<file path="src/rtl/fib_pkg.sv">
// Shared definitions for the Fibonacci job dispatcher: FSM state encoding
// and default watchdog / cycle-counter sizing.
package fib_pkg;

  // Default watchdog limit in RUN cycles and default cycle-count width.
  localparam int unsigned FIB_TIMEOUT_DEF = 4095;
  localparam int unsigned FIB_CYC_W_DEF   = 16;

  typedef enum logic [1:0] {
    FIB_IDLE   = 2'd0,
    FIB_LAUNCH = 2'd1,
    FIB_RUN    = 2'd2,
    FIB_HOLD   = 2'd3
  } fib_state_e;

endpackage : fib_pkg

</file>
<file path="src/rtl/fib_dispatch.sv">
// Dispatcher between a valid/ready job stream and an external Fibonacci
// compute core. One job in flight: operands are registered, the core is
// strobed, its done flag is watched under a watchdog, and the result is
// held for downstream until accepted.
//
//   state  | meaning
//   IDLE   | ready for a job; core held in load
//   LAUNCH | new operands stable, core loads them (one cycle)
//   RUN    | core computing; cycle counter and watchdog running
//   HOLD   | response presented until rsp_ready
module fib_dispatch
  import fib_pkg::*;
#(
  parameter int unsigned TIMEOUT = FIB_TIMEOUT_DEF,
  parameter int unsigned CYC_W   = FIB_CYC_W_DEF
) (
  input  logic             clk,
  input  logic             rst_n,
  input  logic             req_valid,
  output logic             req_ready,
  input  logic [5:0]       req_n,
  input  logic [31:0]      req_a,
  input  logic [31:0]      req_b,
  output logic             core_r_enable,
  output logic [5:0]       core_init_n,
  output logic [31:0]      core_init_a,
  output logic [31:0]      core_init_b,
  input  logic             core_w_enable,
  input  logic [31:0]      core_result,
  output logic             rsp_valid,
  input  logic             rsp_ready,
  output logic [31:0]      rsp_data,
  output logic [CYC_W-1:0] rsp_cycles,
  output logic             rsp_timeout
);

  localparam logic [1:0] S_IDLE   = FIB_IDLE;
  localparam logic [1:0] S_LAUNCH = FIB_LAUNCH;
  localparam logic [1:0] S_RUN    = FIB_RUN;
  localparam logic [1:0] S_HOLD   = FIB_HOLD;

  // TIMEOUT is expected to fit in CYC_W bits.
  localparam logic [CYC_W-1:0] TO_VAL = CYC_W'(TIMEOUT);

  logic [1:0]       state;
  logic [1:0]       state_nxt;
  logic [CYC_W-1:0] cyc_cnt;
  logic [CYC_W-1:0] cyc_inc;
  logic             run_done;
  logic             run_to;

  // Handshake and core strobe are pure functions of state, so neither ready
  // nor valid ever depends combinationally on the opposite side.
  assign req_ready     = (state == S_IDLE);
  assign rsp_valid     = (state == S_HOLD);
  assign core_r_enable = (state != S_RUN);

  // Count of RUN cycles including the current one, saturating at all-ones.
  always_comb begin
    cyc_inc = (&cyc_cnt) ? cyc_cnt : cyc_cnt + CYC_W'(1);
  end

  // Done is only meaningful in RUN; it wins over a coincident watchdog hit.
  assign run_done = (state == S_RUN) && core_w_enable;
  assign run_to   = (state == S_RUN) && !core_w_enable && (cyc_inc == TO_VAL);

  // Next-state selection.
  always_comb begin
    state_nxt = state;
    case (state)
      S_IDLE:   if (req_valid) state_nxt = S_LAUNCH;
      S_LAUNCH: state_nxt = S_RUN;
      S_RUN:    if (run_done || run_to) state_nxt = S_HOLD;
      S_HOLD:   if (rsp_ready) state_nxt = S_IDLE;
      default:  state_nxt = S_IDLE;
    endcase
  end

  // State register; reset drops any job in flight without a response.
  always_ff @(posedge clk or negedge rst_n) begin
    if (!rst_n) state <= S_IDLE;
    else        state <= state_nxt;
  end

  // RUN-cycle counter: cleared in LAUNCH, advanced every RUN cycle.
  always_ff @(posedge clk or negedge rst_n) begin
    if (!rst_n) begin
      cyc_cnt <= '0;
    end else if (state == S_LAUNCH) begin
      cyc_cnt <= '0;
    end else if (state == S_RUN) begin
      cyc_cnt <= cyc_inc;
    end
  end

  // Job operands change only when a job is accepted in IDLE.
  always_ff @(posedge clk or negedge rst_n) begin
    if (!rst_n) begin
      core_init_n <= '0;
      core_init_a <= '0;
      core_init_b <= '0;
    end else if ((state == S_IDLE) && req_valid) begin
      core_init_n <= req_n;
      core_init_a <= req_a;
      core_init_b <= req_b;
    end
  end

  // Response capture on done or watchdog; held untouched through HOLD.
  always_ff @(posedge clk or negedge rst_n) begin
    if (!rst_n) begin
      rsp_data    <= '0;
      rsp_cycles  <= '0;
      rsp_timeout <= 1'b0;
    end else if (run_done) begin
      rsp_data    <= core_result;
      rsp_cycles  <= cyc_inc;
      rsp_timeout <= 1'b0;
    end else if (run_to) begin
      rsp_data    <= '0;
      rsp_cycles  <= TO_VAL;
      rsp_timeout <= 1'b1;
    end
  end

endmodule : fib_dispatch

</file>
<file path="config.mk">
export PLATFORM = sky130hd
export DESIGN_NAME = fib_dispatch
export DESIGN_NICKNAME = d
export VERILOG_FILES = /design/src/rtl/fib_pkg.sv /design/src/rtl/fib_dispatch.sv
export SDC_FILE = /design/constraint.sdc
export NUM_CORES = 1
export LEC_CHECK = 0
export CORE_MARGIN = 2
export CORE_UTILIZATION = 31
export DETAILED_ROUTE_END_ITERATION = 10
export GPL_ROUTABILITY_DRIVEN = 0
export PLACE_DENSITY = 0.67
export SYNTH_ARGS = -nofsm -noshare
export SYNTH_HDL_FRONTEND = slang
export SYNTH_SLANG_ARGS = --single-unit
</file>
<file path="constraint.sdc">
create_clock -name clk -period 2.69 [get_ports clk]
set_input_delay 0.538 -clock clk [delete_from_list [all_inputs] [get_ports clk]]
set_output_delay 0.538 -clock clk [all_outputs]
set_load 0.02 [all_outputs]
</file>
==> results_dict.tcl, run 1 <==
set metrics [dict create \
    outcome "complete, no violations" \
    setup_tns_ns 0 \
    layout-drive-gt1-share 0.179 \
    fp.dieH_um 143 \
    drc_errors 0 \
    grt_pass1_wl_mm 25.7 \
    drv_slew 0 \
    yosysUniqueCellTypes 52 \
    rsz0062_at_grt "false" \
    rows 50 \
    ys_async_sr_fraction 1.00 \
    grt_pass1_vias 4764 \
    fin_crit_sh 0.921 \
    hold_class "in2async" \
    die_x_um 143 \
    critPathKind "reg2reg" \
    cts_hold_buffers 0 \
    post_layout_nonfiller_instances 998 \
    antenna_found_initial 0 \
    io_buffers 228 \
    critPathMaxFanout 7 \
    period_minus_slack_ns 2.48 \
    clock-root-buffer "clkbuf_16" \
    dpl.hpwl_mm 12.1 \
    p_per_area_nw_per_um2 1220 \
    cp_data_required_time_ns 2.97 \
    dp_cells 965 \
    cts.clk_slew.worst_paths_ns 0.06 \
    critPathCaptureType "flip-flop" \
    syn_area_um2 5970 \
    setup_viol_count_final 0 \
    nFillCells 1717 \
    grtUsageTotal 0.162 \
    cts_buffer_depth 2 \
    cts.sinks 137 \
    fmax_mhz 404 \
    htreeDepth 4 \
    ys_seq_area_frac 0.575 \
    fin_worst_skew_ns 0.0140 \
    area_delta_synth_final_pct 54.5 \
    ys_ff_latch 137 \
    core_region_area_um2 18800 \
    pin_count 229 \
    avgSynthCellArea_um2 11.5 \
    startpoint_type "flip-flop" \
    grt-ovfl-total 0 \
    max_cap_violations 0 \
    n_antenna_cell 0 \
    leakage_uw 0.00381 \
    worstReg2RegEnd "rsp_cycles[14]" \
    nets 863 \
    tritoncts "built" \
    hold_violations 0 \
    cts_buffers 17 \
    r2r_cells 8 \
    ant_nets 0 \
    synthCells 517 \
    routed_wl_mm 16.7 \
    syn_nets 629 \
    clk-insertion-delay-late_ns 0.42 \
    vias_per_cell 4.84 \
    fin_total_pwr_uw 11200 \
    synth-edff-count 0 \
    drt-pass1-iter-count 4 \
    max_slew_margin 0.664 \
    worst_pin_slew_ns 0.500 \
    reg2reg_from "cyc_cnt[0]" \
    grt_max_degree 71 \
    cp.arrival_ns 2.75 \
    fin_hold_ws_ns 0.0634 \
    regToRegSetupSlack_ns 0.21 \
    vias 4826 \
    drtIter0Drc 186 \
    initial_core_util 0.318 \
    wl_per_cell_um 16.8 \
    yosys_warnings 0 \
    die_area_um2 20400 \
    yosys_most_used_dff "dfrtp_1" \
    vdd_drop_max_uv 507 \
]
-- per-stage QoR --
step / cell area [um2] / setup slack (ns) / util
global route: 9220 / 0.00889 / 0.491
detailed placement: 8590 / 0.0915 / 0.457
CTS: 9210 / 0.0688 / 0.491
global placement: 8590 / 0.137 / 0.457
finish: 9220 / 0.212 / 0.491
floorplan: 5970 / 0.304 / -
-- flip-flops by register name, summed over array words and instances, names as in the netlist --
signal,count
core_init_a,32
core_init_b,32
rsp_data,32
cyc_cnt,16
rsp_cycles,16
core_init_n,6
state,2
rsp_timeout,1
-- cell type report --
| cell class | instances | area [um2] | area share |
|---|---|---|---|
| sequential | 137 | 3430 | 0.372 |
| timing repair buffer | 249 | 2500 | 0.272 |
| multi-input combinational | 328 | 2300 | 0.250 |
| clock buffer | 18 | 429 | 0.0465 |
| tap | 234 | 293 | 0.0318 |
| clock inverter | 14 | 194 | 0.0210 |
| inverter | 18 | 67.6 | 0.00733 |
-- kinds of logic (layout without fill, tap and decap cells) --
logic type	Yosys count	count (layout)	share of synthesized area
and+or+nand+nor	142	142	0.116
DFF	137	137	0.575
AOI/OAI and AO/OA	102	102	0.113
muxes	72	72	0.135
buffers and inverters	52	299	0.0407
xor gates and xnor gates	7	7	0.0103
adders and majority gates	5	5	0.0105
-- placed cells by master (no fill, tap or decap), types with 5 or more instances in the layout --
master           netlist  routed
a21oi_1               11      11
buf_12                 0       5
buf_4                  5      16
clkbuf_16              0      17
clkdlybuf4s50_1        0     227
dfrtp_1              137     136
ha_1                   5       5
inv_1                 18      18
mux2_2                70      70
nand2_1               88      87
nand3_1                9       9
nand4_1                6       6
nor2_1                 8       8
o21ai_0                8       8
o21ai_1               32      32
o22ai_1               15      15
o31a_1                13      13
xnor2_1                7       7
-- where the power goes --
| group | total (uW) | internal [uW] | switching, uW | leakage [uW] |
|---|---|---|---|---|
| Combinational | 5250 | 2630 | 2610 | 0.00183 |
| Clock | 2490 | 1560 | 928 | 0.000301 |
| Sequential | 3470 | 2980 | 491 | 0.00167 |
| Total | 11200 | 7170 | 4030 | 0.00381 |
-- Yosys cell counts, drive strengths merged, types with 4 or more instances --
cell    number  area [um2]
dfrtp      137        3430
nand2       88         330
mux2        70         788
o21ai       40         200
buf         18         113
inv         18        67.6
clkbuf      16        62.6
o22ai       15        93.8
o31a        13         114
a21oi       11        55.1
nand3       10        55.1
nand4        8        62.6
nor2         8        30.0
xnor2        7        61.3
and3         5        31.3
ha           5        62.6
nor4         5        52.6
and4         4        37.5
o21a         4        30.0
-- worst max path at each step --
stage               start        endpoint  slack [ns]  cells after the start
2_1_floorplan  cyc_cnt[0]  rsp_cycles[14]        0.30                     10
3_3_place_gp   cyc_cnt[0]     rsp_data[2]        0.14                      8
3_5_place_dp   cyc_cnt[4]     rsp_data[0]        0.09                      7
4_1_cts        cyc_cnt[4]   rsp_cycles[2]        0.07                      7
5_1_grt        cyc_cnt[0]   rsp_cycles[6]       0.009                      8
6_report       cyc_cnt[0]  rsp_cycles[14]        0.21                      8
-- layer usage --
metal | vias to the layer above | wire, um | part of all wire | track usage
met4 | 0 | 405 | 0.024 | 0.0657
met5 | - | 0 | 0 | 0
met1 | 2336 | 7180 | 0.43 | 0.207
met3 | 27 | 1160 | 0.069 | 0.0486
met2 | 164 | 8000 | 0.48 | 0.258
li1 | 2299 | - | - | -
-- worst max-delay path: stages (launching register included) --
cell       delay (ns)
dfrtp_1          0.38
ha_1             0.27
xnor2_1          0.15
a2111oi_1        0.34
o2111ai_1        0.20
a2111oi_2        0.43
and3_4           0.32
buf_4            0.17
o22ai_1          0.09
-- what timing repair did --
item | 4_1_cts | 5_1_grt
setup buffers | 0 | 1
endpoints found under the setup margin | 0 | 42
hold endpoints to repair | 0 | 0
resized for setup | 0 | 2
(Power assumes the default switching activity.)
==> run 2: changes to the inputs <==
--- a/config.mk
+++ b/config.mk
@@ -10,6 +10,7 @@
 export DETAILED_ROUTE_END_ITERATION = 10
 export GPL_ROUTABILITY_DRIVEN = 0
 export PLACE_DENSITY = 0.67
+export RECOVER_POWER = 25
 export SYNTH_ARGS = -nofsm -noshare
 export SYNTH_HDL_FRONTEND = slang
 export SYNTH_SLANG_ARGS = --single-unit
==> run 2 against run 1 <==
Combinational power is essentially flat; critical path type unchanged; via count barely moved; largest power group unchanged; non-clock buffer count unchanged.
==> results_dict.tcl, run 2 (synthesis results as in run 1) <==
set metrics [dict create \
    outcome "complete, no violations" \
    rsz0062_at_grt "false" \
    routed_wl_mm 16.7 \
    tritoncts "built" \
    drt-pass1-iter-count 4 \
    hold_class "in2async" \
    clk-insertion-delay-late_ns 0.42 \
    fp.dieH_um 143 \
    busiest_layer "met2" \
    critPathCaptureType "flip-flop" \
    placed_area_um2 8590 \
    grt_pass1_wl_mm 25.7 \
    mostFrequentLayoutCells "clkdlybuf4s50_1, dfrtp_1, nand2_1" \
    drtIter0Drc 186 \
    setup_viol_count_final 0 \
    nets 863 \
    cts_hold_buffers 0 \
    vdd_drop_max_uv 507 \
    max_slew_margin 0.124 \
    n_antenna_cell 0 \
    htreeDepth 4 \
    startpoint_type "flip-flop" \
    fin_worst_skew_ns 0.0146 \
    worst-path-buf-inv 1 \
    pin_count 229 \
    clock-root-buffer "clkbuf_16" \
    io_buffers 228 \
    worst_pin_slew_ns 1.31 \
    setup_tns_ns 0 \
    fin_crit_sh 0.921 \
    fmax_mhz 404 \
    grt_pass1_vias 4764 \
    place_ws_ns 0.0915 \
    stdcell_area_um2 9200 \
    reg.largest.list "core_init_a x32, core_init_b x32, rsp_data x32" \
    worstPathCellList "ha_1, xnor2_1, a2111oi_1, o2111ai_1, a2111oi_2, and3_4, buf_4, o22ai_1" \
    slowest_delay_ns 0.43 \
    critPathTopFamily "compound AO/OA/AOI/OAI gates" \
    drv_slew 0 \
    vias_per_cell 4.84 \
    p_per_area_nw_per_um2 1220 \
    cts_buffer_depth 2 \
    grtUsageTotal 0.162 \
    initial_core_util 0.318 \
    cts.clk_slew.worst_paths_ns 0.06 \
    rows 50 \
    mostFrequentLayoutCell "clkdlybuf4s50_1" \
    gr-usage-met1 0.207 \
    critPathMaxFanout 7 \
    die_area_um2 20400 \
    antenna_found_initial 0 \
    critPathKind "reg2reg" \
    hold_violations 0 \
    cp.arrival_ns 2.75 \
    dpl.hpwl_mm 12.1 \
    fin_hold_ws_ns 0.404 \
    drc_errors 0 \
    wl_per_cell_um 16.8 \
    period_minus_slack_ns 2.48 \
    gr-usage-met2 0.258 \
    cts_buffers 17 \
    ant_nets 0 \
    grt-ovfl-total 0 \
    reg2reg_from "cyc_cnt[0]" \
    layout-drive-gt1-share 0.179 \
    crit_path_top_delay_cell "a2111oi_2" \
    max_cap_violations 0 \
    die_x_um 143 \
    grt_max_degree 71 \
    area_delta_synth_final_pct 54.2 \
    core_region_area_um2 18800 \
    cp-startpoint "cyc_cnt[0]" \
    fin_ws_ns 0.212 \
    leakage_uw 0.00380 \
    globalRouteMet3Util 0.0486 \
    vias 4827 \
    cp_data_required_time_ns 2.97 \
    cts.sinks 137 \
]
run 2: routing by layer:
| layer | wire length [um] | share of wire |
|---|---|---|
| met5 | 0 | 0 |
| met2 | 8040 | 0.48 |
| met1 | 7150 | 0.43 |
| met3 | 1150 | 0.069 |
| met4 | 392 | 0.023 |
run 2: cell type report:
type | instances | area (um2)
Multi-Input combinational cell | 328 | 2300
Timing Repair Buffer | 249 | 2480
Sequential cell | 137 | 3430
Clock buffer | 18 | 429
Tap cell | 234 | 293
Inverter | 18 | 67.6
Clock inverter | 14 | 194
Fill cell | 1722 | 9570
run 2: stage by stage:
stage / power [uW] / cells / util
floorplan: 6250 / 517 / -
global placement: 8730 / 965 / 0.457
detailed placement: 8800 / 965 / 0.457
CTS: 11400 / 997 / 0.491
global route: 11800 / 998 / 0.490
finish: 11200 / 998 / 0.490
run 2: where the power goes:
part           switching, uW  total, uW  internal, uW
logic                   2610       5240          2630
registers                490       3470          2980
clock network            928       2490          1560
total                   4030      11200          7170
run 2: path summary, 6_finish.rpt:
check	to	slack (ns)	cells after the start
worst max-delay path	rsp_cycles[14]	0.21	8
worst min-delay path	core_init_b[30]	0.40	1
worst max register to register	rsp_cycles[14]	0.21	8
worst min register to register	rsp_timeout	0.50	1
max in group asynchronous	cyc_cnt[4]	0.56	2
min in group clk	rsp_timeout	0.50	1
run 2: repair_timing:
item | in CTS | in global routing
buffers inserted | 0 | 1
gates resized for setup | 0 | 2
setup endpoints to repair | 0 | 42
==> run 3: changes to the inputs <==
==> constraint.sdc (replaced) <==
create_clock -name clk -period 2.4 [get_ports clk]
set_input_delay 0.48 -clock clk [delete_from_list [all_inputs] [get_ports clk]]
set_output_delay 0.48 -clock clk [all_outputs]
set_load 0.02 [all_outputs]
==> run 3 against run 2 <==
Via count grew 1.5%; utilization rose by 0.80 points; clock power decreased by 4%; largest cell class unchanged; highest routed layer unchanged; sequential power increased by 12%; worst setup slack worse by 0.14 ns; combinational power is 15% higher.
==> results_dict.tcl, run 3 (synthesis results as in run 1) <==
set metrics [dict create \
    cts_buffers 17 \
    routed_wl_mm 17.0 \
    fin_crit_sh 0.972 \
    worst_pin_slew_ns 1.05 \
    io_buffers 228 \
    initial_core_util 0.318 \
    die_area_um2 20400 \
    layout-drive-gt1-share 0.209 \
    critPathMaxFanout 12 \
    startpoint_type "flip-flop" \
    drc_errors 0 \
    htreeDepth 4 \
    globalRouteMet3Util 0.0510 \
    grt_max_degree 71 \
    cts_buffer_depth 2 \
    dpl.hpwl_mm 12.4 \
    gr-usage-met2 0.273 \
    mostFrequentLayoutCells "clkdlybuf4s50_1, dfrtp_1, nand2_1" \
    drv_slew 0 \
    leakage_uw 0.00387 \
    ant_nets 0 \
    grt_pass1_wl_mm 26.3 \
    period_minus_slack_ns 2.33 \
    post_layout_nonfiller_instances 1019 \
    gr-usage-met1 0.204 \
    antenna_found_initial 0 \
    die_x_um 143 \
    area_delta_synth_final_pct 56.7 \
    pin_count 229 \
    cts.clk_slew.worst_paths_ns 0.06 \
    vdd_drop_max_uv 748 \
    fmax_mhz 429 \
    p_per_area_nw_per_um2 1320 \
    cp_data_required_time_ns 2.70 \
    clock-root-buffer "clkbuf_16" \
    clk-insertion-delay-late_ns 0.41 \
    cp.arrival_ns 2.63 \
    critPathCaptureType "flip-flop" \
    mostFrequentLayoutCell "clkdlybuf4s50_1" \
    rows 50 \
    busiest_layer "met2" \
    setup_viol_count_final 0 \
    drt-pass1-iter-count 4 \
    max_cap_violations 0 \
    worst_hold_path.num_cells 1 \
    tritoncts "built" \
    grtUsageTotal 0.166 \
    grt-ovfl-total 0 \
    r2r_cells 7 \
    fin_ws_ns 0.0675 \
    hold_class "reg2reg" \
    cts.sinks 137 \
    max_slew_margin 0.303 \
    dp_cells 984 \
    nets 884 \
    outcome "complete, no violations" \
    wl_per_cell_um 16.7 \
    critPathKind "reg2reg" \
    hold_violations 0 \
    grt_pass1_vias 4925 \
    reg.largest.list "core_init_a x32, core_init_b x32, rsp_data x32" \
    fp.dieH_um 143 \
    fin_worst_skew_ns 0.00640 \
    fin_total_pwr_uw 12300 \
    place_ws_ns -0.0265 \
    placed_area_um2 8720 \
    n_antenna_cell 0 \
    vias 4897 \
    core_region_area_um2 18800 \
    drtIter0Drc 235 \
    stdcell_area_um2 9350 \
    utilization 0.498 \
    vias_per_cell 4.81 \
]
[run 3: cell types whose count changed in the layout (fill, tap and decap cells not counted), sizes merged]
cell           before  now
buf                19   39
bufinv              4    0
clkinvlp            2    5
clkdlybuf4s50     227  225
inv                22   24
clkinv              4    3
dlygate4sd2         0    1
dlygate4sd3         0    1
dlymetal6s2s        0    1
[run 3: report_power, final]
part | switching (uW) | internal, uW
clock network | 1060 | 1340
logic | 2970 | 3040
registers | 552 | 3340
total | 4580 | 7730
[run 3: timing repair]
action | 4_1_cts | 5_1_grt
setup buffers | 0 | 1
endpoints found under the hold margin | 38 | 0
gates resized for setup | 2 | 13
pin swaps | 2 | 3
hold buffers | 1 | 0
endpoints found under the setup margin | 21 | 52
cloned | 0 | 1
[run 3: layout make-up]
cell class,count,area [um2]
Clock buffer,18,429
Fill cell,1691,9420
Multi-Input combinational cell,328,2340
Tap cell,234,293
Clock inverter,14,115
Timing Repair Buffer,270,2670
Sequential cell,137,3430
Inverter,18,67.6
[run 3: metal layers]
metal	routed length [um]	vias to the layer above
met5	0	-
met4	251	0
met3	1200	17
met2	8470	167
met1	7080	2378
li1	-	2335
[run 3: metrics by stage]
step                      TNS [ns]  hold WS (ns)
after floorplan                  0         0.184
after global routing        -0.575         0.514
after global placement           0         0.414
after CTS                        0         0.505
final                            0         0.495
after detailed placement    -0.118         0.416
[run 3: worst paths after layout]
path | slack [ns] | start | endpoint
min in group asynchronous | 0.80 | rst_n | core_init_n[0]
max reg2reg | 0.07 | cyc_cnt[15] | rsp_data[14]
max | 0.07 | cyc_cnt[15] | rsp_data[14]
min | 0.49 | rsp_timeout | rsp_timeout
max in group asynchronous | 0.41 | rst_n | rsp_data[12]
min reg2reg | 0.49 | rsp_timeout | rsp_timeout
[run 3: worst max-delay path, cell delays in order (launching register included)]
cell       delay (ns)
dfrtp_1          0.42
and4_2           0.33
a211oi_2         0.28
xnor2_1          0.18
a2111oi_2        0.41
and3_4           0.33
clkbuf_16        0.19
o21ai_1          0.07
